==> src/rtl/enigma_pkg.sv <==
// enigma_pkg: shared definitions for the enigma stream controller.
//   - state_t   : controller FSM state encoding
//   - ASCII_*   : letter range bounds used for folding and core routing
//   - fold_case : maps 'a'..'z' to 'A'..'Z', leaves every other byte untouched
//   - is_upper  : true for 'A'..'Z'
package enigma_pkg;

  typedef enum logic [1:0] {
    ST_IDLE  = 2'd0,
    ST_ISSUE = 2'd1,
    ST_WAIT  = 2'd2,
    ST_OUT   = 2'd3
  } state_t;

  localparam logic [7:0] ASCII_A     = 8'h41;
  localparam logic [7:0] ASCII_Z     = 8'h5A;
  localparam logic [7:0] ASCII_LA    = 8'h61;
  localparam logic [7:0] ASCII_LZ    = 8'h7A;
  localparam logic [7:0] CASE_OFFSET = 8'h20;
  localparam logic [7:0] ERR_CHAR    = 8'h3F;

  function automatic logic [7:0] fold_case(input logic [7:0] c);
    logic [7:0] r;
    if ((c >= ASCII_LA) && (c <= ASCII_LZ)) begin
      r = c - CASE_OFFSET;
    end else begin
      r = c;
    end
    return r;
  endfunction

  function automatic logic is_upper(input logic [7:0] c);
    return (c >= ASCII_A) && (c <= ASCII_Z);
  endfunction

endpackage

==> src/rtl/enigma_sync_fifo.sv <==
// enigma_sync_fifo: single-clock circular FIFO, DEPTH must be a power of two.
//   clk, reset_n   : clock, asynchronous active-low reset
//   push, din      : write request and data (ignored when full)
//   pop, dout      : read request (ignored when empty); dout shows the head entry
//   full, empty    : occupancy flags
//   count          : current occupancy, 0..DEPTH
module enigma_sync_fifo #(
  parameter int DEPTH = 8,
  parameter int WIDTH = 8
) (
  input  logic                     clk,
  input  logic                     reset_n,
  input  logic                     push,
  input  logic [WIDTH-1:0]         din,
  input  logic                     pop,
  output logic [WIDTH-1:0]         dout,
  output logic                     full,
  output logic                     empty,
  output logic [$clog2(DEPTH):0]   count
);

  localparam int AW = $clog2(DEPTH);
  localparam int CW = AW + 1;

  logic [WIDTH-1:0] mem [DEPTH];
  logic [AW-1:0]    wr_ptr;
  logic [AW-1:0]    rd_ptr;
  logic             do_push;
  logic             do_pop;

  assign full    = (count == CW'(DEPTH));
  assign empty   = (count == CW'(0));
  assign do_push = push && !full;
  assign do_pop  = pop && !empty;
  assign dout    = mem[rd_ptr];

  // Pointers wrap naturally at DEPTH because DEPTH is a power of two.
  always_ff @(posedge clk or negedge reset_n) begin
    if (!reset_n) begin
      wr_ptr <= AW'(0);
      rd_ptr <= AW'(0);
      count  <= CW'(0);
    end else begin
      if (do_push) wr_ptr <= wr_ptr + AW'(1);
      if (do_pop)  rd_ptr <= rd_ptr + AW'(1);
      case ({do_push, do_pop})
        2'b10:   count <= count + CW'(1);
        2'b01:   count <= count - CW'(1);
        default: count <= count;
      endcase
    end
  end

  // Storage array; contents need no reset since the pointers define validity.
  always_ff @(posedge clk) begin
    if (do_push) mem[wr_ptr] <= din;
  end

endmodule

==> src/rtl/enigma_stream_ctrl.sv <==
// enigma_stream_ctrl: feeds a byte stream to the enigma core one letter at a
// time and returns results in the original order.
//   clk, reset_n                  : clock, asynchronous active-low reset
//   in_valid/in_ready/in_data     : upstream byte stream into an input FIFO
//   core_valid/core_din           : single-cycle issue pulse and folded letter
//   core_done/core_dout           : core completion pulse and result
//   out_valid/out_ready/out_data  : result stream (non-letters pass unchanged)
//   busy                          : FSM not idle or FIFO non-empty
//   fifo_count                    : input FIFO occupancy
//   timeout_err                   : sticky watchdog flag (ENIGMA_TIMEOUT_EN only)
// Optional build macro: ENIGMA_TIMEOUT_EN adds a WAIT-state watchdog that
// substitutes '?' for a result the core never delivers.
module enigma_stream_ctrl
  import enigma_pkg::*;
#(
  parameter int FIFO_DEPTH     = 8,
  parameter int TIMEOUT_CYCLES = 64
) (
  input  logic                          clk,
  input  logic                          reset_n,
  input  logic                          in_valid,
  output logic                          in_ready,
  input  logic [7:0]                    in_data,
  output logic                          core_valid,
  output logic [7:0]                    core_din,
  input  logic                          core_done,
  input  logic [7:0]                    core_dout,
  output logic                          out_valid,
  input  logic                          out_ready,
  output logic [7:0]                    out_data,
  output logic                          busy,
  output logic [$clog2(FIFO_DEPTH):0]   fifo_count
`ifdef ENIGMA_TIMEOUT_EN
  ,
  output logic                          timeout_err
`endif
);

  // Reject illegal configurations at elaboration time.
  if ((FIFO_DEPTH < 2) || ((FIFO_DEPTH & (FIFO_DEPTH - 1)) != 0) || (TIMEOUT_CYCLES < 1)) begin : g_bad_cfg
    $error("enigma_stream_ctrl: FIFO_DEPTH must be a power of two >= 2, TIMEOUT_CYCLES >= 1");
  end

  state_t     state;
  state_t     next_state;
  logic       fifo_push;
  logic       fifo_pop;
  logic       fifo_full;
  logic       fifo_empty;
  logic [7:0] head;
  logic [7:0] head_folded;
  logic       head_is_letter;
  logic       timeout_hit;

  assign in_ready       = !fifo_full;
  assign fifo_push      = in_valid && in_ready;
  assign head_folded    = fold_case(head);
  assign head_is_letter = is_upper(head_folded);

  enigma_sync_fifo #(
    .DEPTH (FIFO_DEPTH),
    .WIDTH (8)
  ) u_fifo (
    .clk     (clk),
    .reset_n (reset_n),
    .push    (fifo_push),
    .din     (in_data),
    .pop     (fifo_pop),
    .dout    (head),
    .full    (fifo_full),
    .empty   (fifo_empty),
    .count   (fifo_count)
  );

`ifdef ENIGMA_TIMEOUT_EN
  localparam int WD_W = $clog2(TIMEOUT_CYCLES) + 1;
  logic [WD_W-1:0] wd_cnt;

  // A done in the final watchdog cycle still wins over the timeout.
  assign timeout_hit = (state == ST_WAIT) && !core_done &&
                       (wd_cnt == WD_W'(TIMEOUT_CYCLES - 1));

  // Watchdog counter (WAIT is only entered from ISSUE) and sticky error flag.
  always_ff @(posedge clk or negedge reset_n) begin
    if (!reset_n) begin
      wd_cnt      <= WD_W'(0);
      timeout_err <= 1'b0;
    end else begin
      if (state == ST_ISSUE) begin
        wd_cnt <= WD_W'(0);
      end else if (state == ST_WAIT) begin
        wd_cnt <= wd_cnt + WD_W'(1);
      end
      if (timeout_hit) timeout_err <= 1'b1;
    end
  end
`else
  assign timeout_hit = 1'b0;
`endif

  // FSM state register.
  always_ff @(posedge clk or negedge reset_n) begin
    if (!reset_n) begin
      state <= ST_IDLE;
    end else begin
      state <= next_state;
    end
  end

  // FSM next-state logic.
  always_comb begin
    next_state = state;
    case (state)
      ST_IDLE: begin
        if (!fifo_empty) begin
          next_state = head_is_letter ? ST_ISSUE : ST_OUT;
        end else begin
          next_state = ST_IDLE;
        end
      end
      ST_ISSUE: next_state = ST_WAIT;
      ST_WAIT: begin
        if (core_done || timeout_hit) begin
          next_state = ST_OUT;
        end else begin
          next_state = ST_WAIT;
        end
      end
      ST_OUT: begin
        if (out_ready) begin
          next_state = ST_IDLE;
        end else begin
          next_state = ST_OUT;
        end
      end
      default: next_state = ST_IDLE;
    endcase
  end

  // FSM outputs, decoded from the registered state.
  always_comb begin
    fifo_pop   = 1'b0;
    core_valid = 1'b0;
    out_valid  = 1'b0;
    busy       = !fifo_empty;
    case (state)
      ST_IDLE:  fifo_pop   = !fifo_empty;
      ST_ISSUE: begin core_valid = 1'b1; busy = 1'b1; end
      ST_WAIT:  busy       = 1'b1;
      ST_OUT:   begin out_valid  = 1'b1; busy = 1'b1; end
      default:  busy       = 1'b1;
    endcase
  end

  // Datapath: core_din holds outside ISSUE; out_data holds while in OUT.
  always_ff @(posedge clk or negedge reset_n) begin
    if (!reset_n) begin
      core_din <= 8'h00;
      out_data <= 8'h00;
    end else begin
      case (state)
        ST_IDLE: begin
          if (!fifo_empty) begin
            if (head_is_letter) begin
              core_din <= head_folded;
            end else begin
              out_data <= head;
            end
          end
        end
        ST_WAIT: begin
          if (core_done) begin
            out_data <= core_dout;
          end else if (timeout_hit) begin
            out_data <= ERR_CHAR;
          end
        end
        default: begin
          core_din <= core_din;
          out_data <= out_data;
        end
      endcase
    end
  end

endmodule

==> config.mk <==
export PLATFORM = sky130hd
export DESIGN_NAME = enigma_stream_ctrl
export DESIGN_NICKNAME = d
export VERILOG_FILES = /design/src/rtl/enigma_pkg.sv /design/src/rtl/enigma_sync_fifo.sv /design/src/rtl/enigma_stream_ctrl.sv
export SDC_FILE = /design/constraint.sdc
export NUM_CORES = 1
export LEC_CHECK = 0
export ABC_AREA = 1
export BUFFER_PORTS_ARGS = -buffer_cell sky130_fd_sc_hd__buf_2
export CAP_MARGIN = 20
export CORE_ASPECT_RATIO = 1.4
export CORE_UTILIZATION = 45
export CTS_CLUSTER_DIAMETER = 60
export DETAILED_ROUTE_END_ITERATION = 10
export SLEW_MARGIN = 25
export SYNTH_ARGS = -nofsm -noshare
export SYNTH_HDL_FRONTEND = slang
export SYNTH_SLANG_ARGS = --single-unit
==> constraint.sdc <==
create_clock -name clk -period 2.75 [get_ports clk]
set_clock_uncertainty 0.1 [all_clocks]
set_input_delay 0.825 -clock clk [delete_from_list [all_inputs] [get_ports clk]]
set_output_delay 0.825 -clock clk [all_outputs]
set_load 0.01 [all_outputs]
Word-level counts from Yosys, hierarchy flattened:

Memory sizes are Yosys's and may differ from the RTL's.
Cells that the tools add are included.

* flip-flop bits (word level): 28
* latch bits: 0
* bits in writable memories: 64
* ROM bits: 0
* input port bits: 21
* output and inout bits: 24
* memories: 1

* add/sub/neg operators: 5
* multiply operators: 0
* divide/modulo/power cells: 0
* order comparisons: 4
* equality and inequality tests: 9
* shift-type cells: 0
* multiplexer cells: 17
* bitwise gates (word level): 1
* reductions and logical operators: 14

Memory list
* u_fifo.mem: words 8, width 8, read ports 1, clocked after memory_dff 0, write ports 1, line enigma_sync_fifo.sv:25 `logic [WIDTH-1:0] mem [DEPTH];`

Operators by type and width (count)
* $mux 8: 4
* $ge 8x7->1 const B: 2
* $le 8x7->1 const B: 2
* $pmux 8 s2: 1
* $pmux 2 s4: 1
* $pmux 4 s2: 1
* $sub 8x6->8 const B: 1
* $mux 1: 7
* $add 3x1->3 const B: 2
* $eq 2x2->1 const B: 3
* $mux 2: 3
* $ne 2x2->1 const B: 3
* $logic_and 1x1->1: 5
* $add 4x1->4 const B: 1
* $eq 2x1->1 const B: 2
* $eq 4x4->1 const B: 1
* $logic_not 4->1: 1
* $reduce_and 4->1: 1
* $reduce_bool 2->1: 2
* $sub 4x1->4 const B: 1
* $reduce_and 3->1: 1
* $reduce_or 3->1: 1
* $logic_not 1->1: 2
* $logic_not 2->1: 1
* $not 1->1: 1

Depth between registers and ports, before layout:

Gate-level depths: netlist of run 1.
An unclocked memory read counts as a cell.

* word-level depth: 9
* mapped depth: 18

Hierarchy:

Synthesis of run 1 repeated with hierarchy kept, for this count alone.

* cell total of the unflattened synthesis: 425
* area total of the unflattened synthesis: 4229.1 µm²

Modules (own cells, without submodules)
* enigma_sync_fifo: times used 1, cells an instance 295, area each 3205.6 µm², sequential area each 2172.1 µm²
* enigma_stream_ctrl: times used 1, cells an instance 130, area each 1023.5 µm², sequential area each 450.4 µm²

Worst setup path after synthesis of run 1:

OpenSTA, ideal clock, no wires.

* kind: register to register
* from: reg u_fifo.count[0]
* to: reg u_fifo.count[3]
* library setup time: 122 ps
* data arrival time: 2294 ps
* path slack: 234 ps
* stages on the path, launching flop included: 15
* period minus slack after synthesis: 2516 ps
* path through: dfrtp_1 nor2_1 nand3_1 inv_1 nor2_1 clkbuf_1 ha_1 ha_1 nand2_1 nor2_1 a211oi_1 nor2_1 nor2_1 nand2_1 xor2_1

* word-level cells in the longest chain between the ends: 6
* elaborated cells between the ends (all ways): 14
* classes of those cells: add/sub (2); eq/ne (3); mux (2); reduce/logical (7)

Ends and longest elaborated chain
* start, declared: line enigma_sync_fifo.sv:19 `output logic [$clog2(DEPTH):0] count`
* start signal, assigned: line enigma_sync_fifo.sv:47 `2'b10: count <= count + CW'(1);`
* start signal, assigned: line enigma_sync_fifo.sv:48 `2'b01: count <= count - CW'(1);`
* start signal, assigned: line enigma_sync_fifo.sv:49 `default: count <= count;`
* $logic_not 4->1 (*): line enigma_sync_fifo.sv:32 `assign empty = (count == CW'(0));`
* $logic_not 1->1 (*): line enigma_sync_fifo.sv:34, enigma_stream_ctrl.sv:147
* $mux 1: line enigma_stream_ctrl.sv:146 `case (state)`
* $logic_and 1x1->1 (*): line enigma_sync_fifo.sv:34 `assign do_pop = pop && !empty;`
* named net u_fifo.do_pop: line enigma_sync_fifo.sv:29 `logic do_pop;`
* $eq 2x1->1 or $eq 2x2->1 (tied branches): line enigma_sync_fifo.sv:46 `case ({do_push, do_pop})`
* $pmux 4 s2 or $reduce_bool 2->1 (tied branches)

Mark *: on every way through the listed nets, which the timed path passes. The rest lies on a longest branch.
A chain may end at the register's enable or synchronous reset.

Worst setup path after layout of run 1:

* from: reg u_fifo.rd_ptr[1]
* to: reg core_din[0]

* word-level cells in the longest chain between the ends: 7
* elaborated cells between the ends (all ways): 10
* classes of those cells: add/sub (1); order compare (4); mux (1); reduce/logical (3); memory (1)

Ends and longest elaborated chain
* start, declared: line enigma_sync_fifo.sv:27 `logic [AW-1:0] rd_ptr;`
* start signal, assigned: line enigma_sync_fifo.sv:45 `if (do_pop) rd_ptr <= rd_ptr + AW'(1);`
* $mem_v2 8x8 (*)
* $ge 8x7->1 or $le 8x7->1 (tied branches): line enigma_pkg.sv:24 `if ((c >= ASCII_LA) && (c <= ASCII_LZ)) begin`
* $logic_and 1x1->1: line enigma_pkg.sv:24
* $mux 8 (*): line enigma_pkg.sv:24
* $ge 8x7->1 or $le 8x7->1 (tied branches): line enigma_pkg.sv:33 `return (c >= ASCII_A) && (c <= ASCII_Z);`
* $logic_and 1x1->1: line enigma_pkg.sv:33
* $reduce_and 3->1 (no source line)
* end signal, assigned: line enigma_stream_ctrl.sv:165 `core_din <= head_folded;`
* end signal, assigned: line enigma_stream_ctrl.sv:179 `core_din <= core_din;`
* end, declared: line enigma_stream_ctrl.sv:25 `output logic [7:0] core_din,`

Mark *: on every way between the ends. The rest lies on a longest branch, timed or not.

==> results.toml, run 1 <==
[outcome]
outcome = "finished, violations left"
violations = "design-rule violations"

[logic_synthesis]
ys.flop_type = "edfxtp_1"
synth-seq-area-share_pct = 61.18
synth_area_leader_cell = "edfxtp_1"
yosysUniqueCellTypes = 31
yosys_register_bits = 92
synth-async-reset-ratio_pct = 30.43
syn_avg_cell_area_um2 = 9.809
yosys_warnings = 0
synth-edff-count = 64
syn_inst = 437
yosys-top-cells-area = "edfxtp_1 (45%), dfrtp_1 (16%), nand2_1 (13%), inv_1 (3.8%), nand3_1 (3.6%)"
synth_fp_nets = 465
synth_top_area_share_pct = 44.83
netlist_area_um2 = 4287

[sta]
maxSlewViolCount = 0
finalSetupViolCount = 0
final_hold_viol_count = 0
timing.setup.tns_ns = 0
final.min_clock_period_ns = 2.378
tightest_slew_ns = 0.6409
fin_crit_sh_pct = 86.47
whs_ns = 0.3642
grt_setup_unrepaired = "false"
slew_headroom_pct = 57.27
max_freq_mhz = 420.5

[cells_and_area]
nets = 523
n_antenna_cell = 0
drive_gt1_share_pct = 20.00
layout_commonest_cell = "nand2_1"
final_cell_count_no_fill = 607
syn_to_final_growth_pct = 15.35
layout_common_cells = "nand2_1 (149), edfxtp_1 (64), buf_2 (44)"

[worst_setup_path]
crit_chain = "buf_4 -> nor2_1 -> o21ai_1 -> nand3_1 -> nand2_2 -> ha_1 -> nor2_1 -> nor2_2 -> nor2_4 -> and2_4 -> nand3_4 -> nand2_1 -> nand2_1"
start_kind = "flop"
slowest_delay_ns = 0.59
worstPathRequired_ns = 2.87
cp-startpoint = "u_fifo.rd_ptr[1]"
critPathKind = "flop to flop"
arrival_ns = 2.50
slowest_stage = "dfrtp_1"
critPathMaxFanout = 10
worstSetupEndpointType = "flop"
timing.rr.start = "u_fifo.rd_ptr[1]"

[clocking]
cts-htree-levels = 3
tritoncts = "built"
cts_setup_buffers = 0
clk_pin_slew_ns = 0.06
cts_resized = 0
cts_hold_buf = 0
cts_buffer_depth = 2
cts_made_buffers = 9
cts_sinks = 92
clock_latency_ns = 0.33
ctsRootBufferMaster = "clkbuf_16"

[power_and_ir_drop]
peakVddDrop_mv = 0.3985
p_int_w = 0.003421
sw_frac_of_total_pct = 38.48
p_per_area_nw_per_um2 = 1125
p_clk_share_pct = 22.8
p_sw_w = 0.002140
p_leak_nw = 2.289
p_comb_share_pct = 41.3
pwr-share-seq_pct = 35.8

[drt]
wl_mm = 8.675
wire_per_inst_um = 14.29
vias = 2942
drt_iter0_drc = 189
antenna_left = 0
drc = 8
vias_per_cell = 4.847
drt_pass1_iterations = 7

[placed_design]
dp_cells = 591
hpwl_mm = 6.032
place_congestion = 0.8224
io_buffers = 44

[die]
dieArea_um2 = 9925
dieWidth_um = 84.49
core-area_um2 = 9131
io_pins = 45
rows = 41
dieHeight_um = 117.5
start_util_pct = 46.94

[flow_run]
cap_violations = 0

[grt]
grt_first_pass_wirelength_mm = 14.26
grt_overflow_total = 0
grtUsageTotal_pct = 19.00
grt_pass1_vias = 2888
grt_max_degree = 29
antenna_found_initial = 0

[min_path]
min_from = "core_din[6]"
hold_path_class = "flop to flop"
## worst max-delay path, delay by kind of cell, from the launching register on
family | cells | cell delay, ns
adders and majority gates | 1 | 0.24
DFF | 1 | 0.59
and+or+nand+nor | 10 | 1.00
buffers and inverters | 1 | 0.27
AOI/OAI and AO/OA | 1 | 0.07
## through the flow
stage	setup WS, ns	instance area [um^2]	util, %	power, W
finish	0.3721	4945	54.15	0.005561
global route	0.1459	4945	54.15	0.006008
CTS	0.3696	4945	54.15	0.005622
detailed placement	0.2664	4641	50.82	0.004343
global placement	0.3268	4641	50.82	0.004302
floorplan	0.2344	4287	-	0.003761
## sequential cells by signal, summed over array words and instances (netlist names)
| signal | flops |
|---|---|
| state | 2 |
| u_fifo.wr_ptr | 3 |
| u_fifo.rd_ptr | 3 |
| out_data | 8 |
| u_fifo.mem | 64 |
| core_din | 8 |
| u_fifo.count | 4 |
## layer usage
layer	track usage (%)	wire [um]
met5	0	0
met1	21.85	3678
met4	6.356	118
met3	3.927	286
met2	34.71	4592
## power groups by stage
stage          combinational [W]  sequential, W  clock, W
4_1_cts                  0.00233        0.00199   0.00129
3_5_place_dp             0.00233        0.00202         0
5_1_grt                  0.00262        0.00203   0.00136
2_1_floorplan            0.00174        0.00202         0
6_report                 0.00230        0.00199   0.00127
3_3_place_gp             0.00229        0.00201         0
## synthesized netlist by cell type (2+ instances only)
master and count:
nand4_1 5, nor2_1 40, buf_4 4, clkbuf_1 2, inv_2 3, nand2_1 149, dfrtp_1 28, buf_6 4
edfxtp_1 64, inv_1 43, o21ai_0 13, buf_2 2, xor2_1 5, nand2_2 8, nor2_2 9, nand2_4 2
o21ai_1 7, ha_1 6, nand3_1 31
## kinds of logic (layout without fill, tap and decap cells)
| kind of cell | count (synthesis) | in the layout | synth area share (%) |
|---|---|---|---|
| multiplexers | 1 | 1 | 0.2627 |
| AND/OR/NAND/NOR | 249 | 249 | 25.42 |
| flip-flops | 92 | 92 | 61.18 |
| AO/OA/AOI/OAI | 22 | 22 | 2.685 |
| adder cells (fa/ha/maj) | 7 | 7 | 2.218 |
| XOR/XNOR | 6 | 6 | 1.226 |
| buffers and inverters | 60 | 123 | 7.005 |
## layout make-up
type	count	area, um^2
clock buffer	14	244.0
clock inverter	2	60.06
fill	845	4187
inverter	46	172.7
multi-input combinational	285	1364
sequential	92	2623
tap	107	133.9
timing repair buffer	61	347.8
## final timing paths
check                                    to  slack, ns  depth (start not counted)
max reg2reg                     core_din[0]       0.37                         13
max                             core_din[0]       0.37                         13
min                             core_din[6]       0.36                          2
min reg2reg                     core_din[6]       0.36                          2
max in group asynchronous  u_fifo.rd_ptr[2]       1.72                          1
min in group asynchronous       out_data[0]       0.41                          1
Power figures use the tool's default switching activity.
==> inputs of run 2 (changes only) <==
- CTS_BUF_LIST: unset -> sky130_fd_sc_hd__clkbuf_4
==> run 2 against run 1 <==
Against the previous run: via count about the same; highest routed layer unchanged; sequential power about the same; sequential share of layout area increased by 1.5 points; largest cell class unchanged; cell area decreased by 2.8%; the run still ends with design-rule violations left; sequential cell count unchanged; critical path depth unchanged; setup slack got worse by 0.0053 ns; utilization decreased by 1.5 points; total power decreased by 7.9%; routed wire length decreased by 0.76%; hold slack got worse by 0.063 ns; global-route usage decreased by 0.21 points.
==> results.toml, run 2 (synthesis gave the netlist of run 1 again) <==
[outcome]
outcome = "finished, violations left"
violations = "design-rule violations"

[cells_and_area]
top_regs = "u_fifo.mem: 64 flops, core_din: 8 flops, out_data: 8 flops"
final_cell_count_no_fill = 607
largest_register_ffs = 64
fillCellCount = 864
seq_area_um2 = 2623
multi_input_area_um2 = 1364
layout_commonest_cell = "nand2_1"
layout_common_cells = "nand2_1 (149), edfxtp_1 (64), buf_2 (44)"
regMostFlops = "u_fifo.mem"
nets = 523
drive_gt1_share_pct = 21.00
syn_to_final_growth_pct = 12.11
n_antenna_cell = 0

[drt]
antenna_left = 0
wire_per_inst_um = 14.18
vias = 2941
drt_iter0_drc = 133
drc = 8
wl_mm = 8.609
drt_pass1_iterations = 8
vias_per_cell = 4.845

[grt]
grt_overflow_total = 0
grtUsageTotal_pct = 18.79
grt_busiest_layer = "met2"
grt_max_degree = 29
use_met3_pct = 3.296
grt_use_met1_pct = 21.58
grt_first_pass_wirelength_mm = 14.08
antenna_found_initial = 0
grt_pass1_vias = 2858
grt_util_met2_pct = 34.15

[sta]
max_freq_mhz = 419.6
final.min_clock_period_ns = 2.383
final_hold_viol_count = 0
timing.setup.tns_ns = 0
fin_crit_sh_pct = 86.66
slew_headroom_pct = 57.30
tightest_slew_ns = 0.6406
grt_setup_unrepaired = "false"
finalSetupViolCount = 0
maxSlewViolCount = 0

[die]
core-area_um2 = 9131
io_pins = 45
dieWidth_um = 84.49
rows = 41
start_util_pct = 46.94
dieArea_um2 = 9925
dieHeight_um = 117.5

[placed_design]
place_congestion = 0.8224
dp_cells = 591
hpwl_mm = 6.032
io_buffers = 44

[flow_run]
cap_violations = 0

[clocking]
cts_buffer_depth = 2
cts_sinks = 92
clk_pin_slew_ns = 0.13
ctsRootBufferMaster = "clkbuf_4"
cts_made_buffers = 9
cts_setup_buffers = 0
clock_latency_ns = 0.43
tritoncts = "built"
cts_hold_buf = 0
cts_resized = 0
cts-htree-levels = 3

[worst_setup_path]
timing.rr.start = "u_fifo.rd_ptr[1]"
worstSetupEndpointType = "flop"
cp-startpoint = "u_fifo.rd_ptr[1]"
rr_worst_depth = 13
critPathMaxFanout = 10
start_kind = "flop"
critPathKind = "flop to flop"
r2r-end = "core_din[0]"
arrival_ns = 2.61
r2r_slack_ns = 0.37
worstPathRequired_ns = 2.98

[power_and_ir_drop]
peakVddDrop_mv = 0.4066
p_leak_nw = 2.237
p_per_area_nw_per_um2 = 1066

[min_path]
hold_path_class = "primary input to async pin"
## run 2: area by class of cell
cell class | instances | share of cell area (%)
tap | 107 | 2.786
inverter | 46 | 3.593
clock inverter | 2 | 1.250
sequential | 92 | 54.57
timing repair buffer | 61 | 7.238
clock buffer | 14 | 2.187
multi-input combinational | 285 | 28.38
## run 2: worst max path at each step
stage	slack [ns]	end	depth (start not counted)
after floorplan	0.23	u_fifo.count[3]	14
after global placement	0.33	u_fifo.count[3]	11
after detailed placement	0.27	u_fifo.count[3]	11
after CTS	0.36	core_din[4]	13
after global routing	0.14	out_data[2]	16
final	0.37	core_din[0]	13
## run 2: metrics by stage
stage               setup WS (ns)  area, um^2  power, W  utilization [%]  hold WS (ns)
floorplan                  0.2344        4287  0.003761                -        0.3926
CTS                        0.3611        4806  0.005180            52.63        0.2933
finish                     0.3668        4806  0.005122            52.63        0.3013
detailed placement         0.2664        4641  0.004343            50.82        0.3540
global placement           0.3268        4641  0.004302            50.82        0.3459
global route               0.1401        4806  0.005555            52.63        0.3151
## run 2: worst max-delay path, stage by stage (launching register included)
cell and delay [ns]:
dfrtp_1 0.62, buf_4 0.27, nor2_1 0.06, o21ai_1 0.07
nand3_1 0.09, nand2_2 0.12, ha_1 0.23, nor2_1 0.11
nor2_2 0.07, nor2_4 0.11, and2_4 0.20, nand3_4 0.11
nand2_1 0.08, nand2_1 0.05
## run 2: layer usage
metal | part of all wire, % | vias to the layer above
li1 | - | 1516
met1 | 42 | 1362
met2 | 53 | 53
met3 | 3.4 | 10
met4 | 1.5 | 0
met5 | 0 | -
## run 2: where the power goes
| group | total, W | internal [W] | switching (W) |
|---|---|---|---|
| clock | 0.000836 | 0.000422 | 0.000414 |
| combinational | 0.00230 | 0.000813 | 0.00149 |
| sequential | 0.00199 | 0.00180 | 0.000183 |
==> inputs of run 3 (changes only) <==
- CELL_PAD_IN_SITES_DETAIL_PLACEMENT: unset -> 1
- CELL_PAD_IN_SITES_GLOBAL_PLACEMENT: unset -> 1
- PLACE_DENSITY_LB_ADDON: unset -> 0.1
==> run 3 against run 2 <==
Against the previous run: the flow still finishes with violations (design-rule violations); setup slack better by 0.016 ns; non-clock buffer count unchanged; register-to-register slack gained 0.02 ns; critical endpoint is now u_fifo.count[3].
==> results.toml, run 3 (synthesis gave the netlist of run 1 again) <==
[power_and_ir_drop]
pwr-share-seq_pct = 39.3
p_clk_share_pct = 13.9
p_sw_w = 0.002132
peakVddDrop_mv = 0.4175
p_per_area_nw_per_um2 = 1052
p_int_w = 0.002882
p_leak_nw = 2.210
p_comb_share_pct = 46.8
sw_frac_of_total_pct = 42.52

[die]
core-area_um2 = 9131
dieArea_um2 = 9925
start_util_pct = 46.94
dieWidth_um = 84.49
dieHeight_um = 117.5
io_pins = 45
rows = 41

[sta]
final.min_clock_period_ns = 2.368
fin_crit_sh_pct = 86.09
timing.setup.tns_ns = 0
final_hold_viol_count = 0
grt_setup_unrepaired = "false"
finalSetupViolCount = 0
maxSlewViolCount = 0
max_freq_mhz = 422.4
tightest_slew_ns = 0.6182
slew_headroom_pct = 58.79

[cells_and_area]
regMostFlops = "u_fifo.mem"
multi_input_area_um2 = 1364
fillCellCount = 1074
seq_area_um2 = 2623
n_antenna_cell = 0
largest_register_ffs = 64
post-route-util_pct = 52.19
layout_commonest_cell = "nand2_1"
nets = 523
top_regs = "u_fifo.mem: 64 flops, core_din: 8 flops, out_data: 8 flops"
syn_to_final_growth_pct = 11.18
layout_common_cells = "nand2_1 (149), edfxtp_1 (64), buf_2 (44)"
drive_gt1_share_pct = 20.20

[clocking]
tritoncts = "built"
cts_setup_buffers = 0
cts_resized = 0
cts_hold_buf = 0
clk_pin_slew_ns = 0.15
clock_latency_ns = 0.44
cts_buffer_depth = 2
cts_made_buffers = 9
cts_sinks = 92
cts-htree-levels = 3
ctsRootBufferMaster = "clkbuf_4"

[placed_design]
place_congestion = 0.7834
io_buffers = 44
hpwl_mm = 6.751

[worst_setup_path]
critPathKind = "flop to flop"
critPathMaxFanout = 5
rr_worst_depth = 13
cp-startpoint = "u_fifo.count[1]"
start_kind = "flop"
r2r-end = "u_fifo.count[3]"
arrival_ns = 2.60
r2r_slack_ns = 0.38
crit_end = "u_fifo.count[3]"
timing.rr.start = "u_fifo.count[1]"
worstPathRequired_ns = 2.99
worstSetupEndpointType = "flop"

[grt]
grt_first_pass_wirelength_mm = 15.10
grtUsageTotal_pct = 20.21
grt_overflow_total = 0
antenna_found_initial = 0
grt_max_degree = 29
grt_pass1_vias = 3058

[drt]
vias_per_cell = 4.936
top_layer = "met4"
wire_per_inst_um = 15.02
met1_length_mm = 3.684
wl_met2_mm = 4.977
dr_wl_met3_um = 303
drc = 7
drt_pass1_iterations = 9
wl_mm = 9.120
antenna_left = 0
vias = 2996
drt_iter0_drc = 115

[outcome]
outcome = "finished, violations left"
violations = "design-rule violations"

[flow_run]
cap_violations = 0

[min_path]
hold_path_class = "primary input to async pin"
run 3: routing by layer:
| layer | up-vias | GRT usage, % |
|---|---|---|
| met5 | - | 0 |
| met4 | 0 | 7.945 |
| met3 | 10 | 4.348 |
| met2 | 49 | 37.09 |
| met1 | 1422 | 22.45 |
| li1 | 1515 | - |
run 3: power groups by stage:
stage	Clock (W)	Sequential, W	Combinational [W]
3_5_place_dp	0	0.00201	0.00240
4_1_cts	0.000724	0.00198	0.00241
5_1_grt	0.000758	0.00201	0.00267
6_report	0.000695	0.00197	0.00235
2_1_floorplan	0	0.00202	0.00174
3_3_place_gp	0	0.00200	0.00232
run 3: final cells by class:
class,instances,share of cell area [%]
Sequential cell,92,55.03
Multi-Input combinational cell,285,28.62
Timing Repair Buffer,61,7.299
Inverter,46,3.623
Tap cell,107,2.809
Clock buffer,9,1.418
Clock inverter,7,1.208
run 3: how the worst min path moves through the flow:
stage               slack [ns]               end        startpoint
detailed placement        0.35       core_din[6]       core_din[6]
global route              0.29       out_data[0]           reset_n
floorplan                 0.39  u_fifo.wr_ptr[0]  u_fifo.wr_ptr[0]
global placement          0.34       core_din[6]       core_din[6]
finish                    0.27       out_data[0]           reset_n
CTS                       0.26       out_data[0]           reset_n
run 3: through the flow:
step / setup WS, ns / hold WS [ns] / cell area (um^2) / total power [W] / instances
final: 0.3824 / 0.2662 / 4766 / 0.005014 / 607
after global routing: 0.1567 / 0.2947 / 4766 / 0.005442 / 607
after CTS: 0.3270 / 0.2642 / 4766 / 0.005111 / 607
after detailed placement: 0.1873 / 0.3492 / 4641 / 0.004407 / 591
after global placement: 0.3228 / 0.3437 / 4641 / 0.004315 / 591
after floorplan: 0.2344 / 0.3926 / 4287 / 0.003761 / 437
run 3: critical path, cell delays in order, from the launching register on:
cell and delay, ns:
dfrtp_1 0.45, nor2_1 0.16, nand3_1 0.09, inv_1 0.10, nor2_1 0.08, ha_1 0.24
ha_1 0.33, nand2_1 0.08, nor2_1 0.04, a211oi_1 0.25, nor2_1 0.07, nor2_1 0.09
nand2_1 0.06, xor2_1 0.14
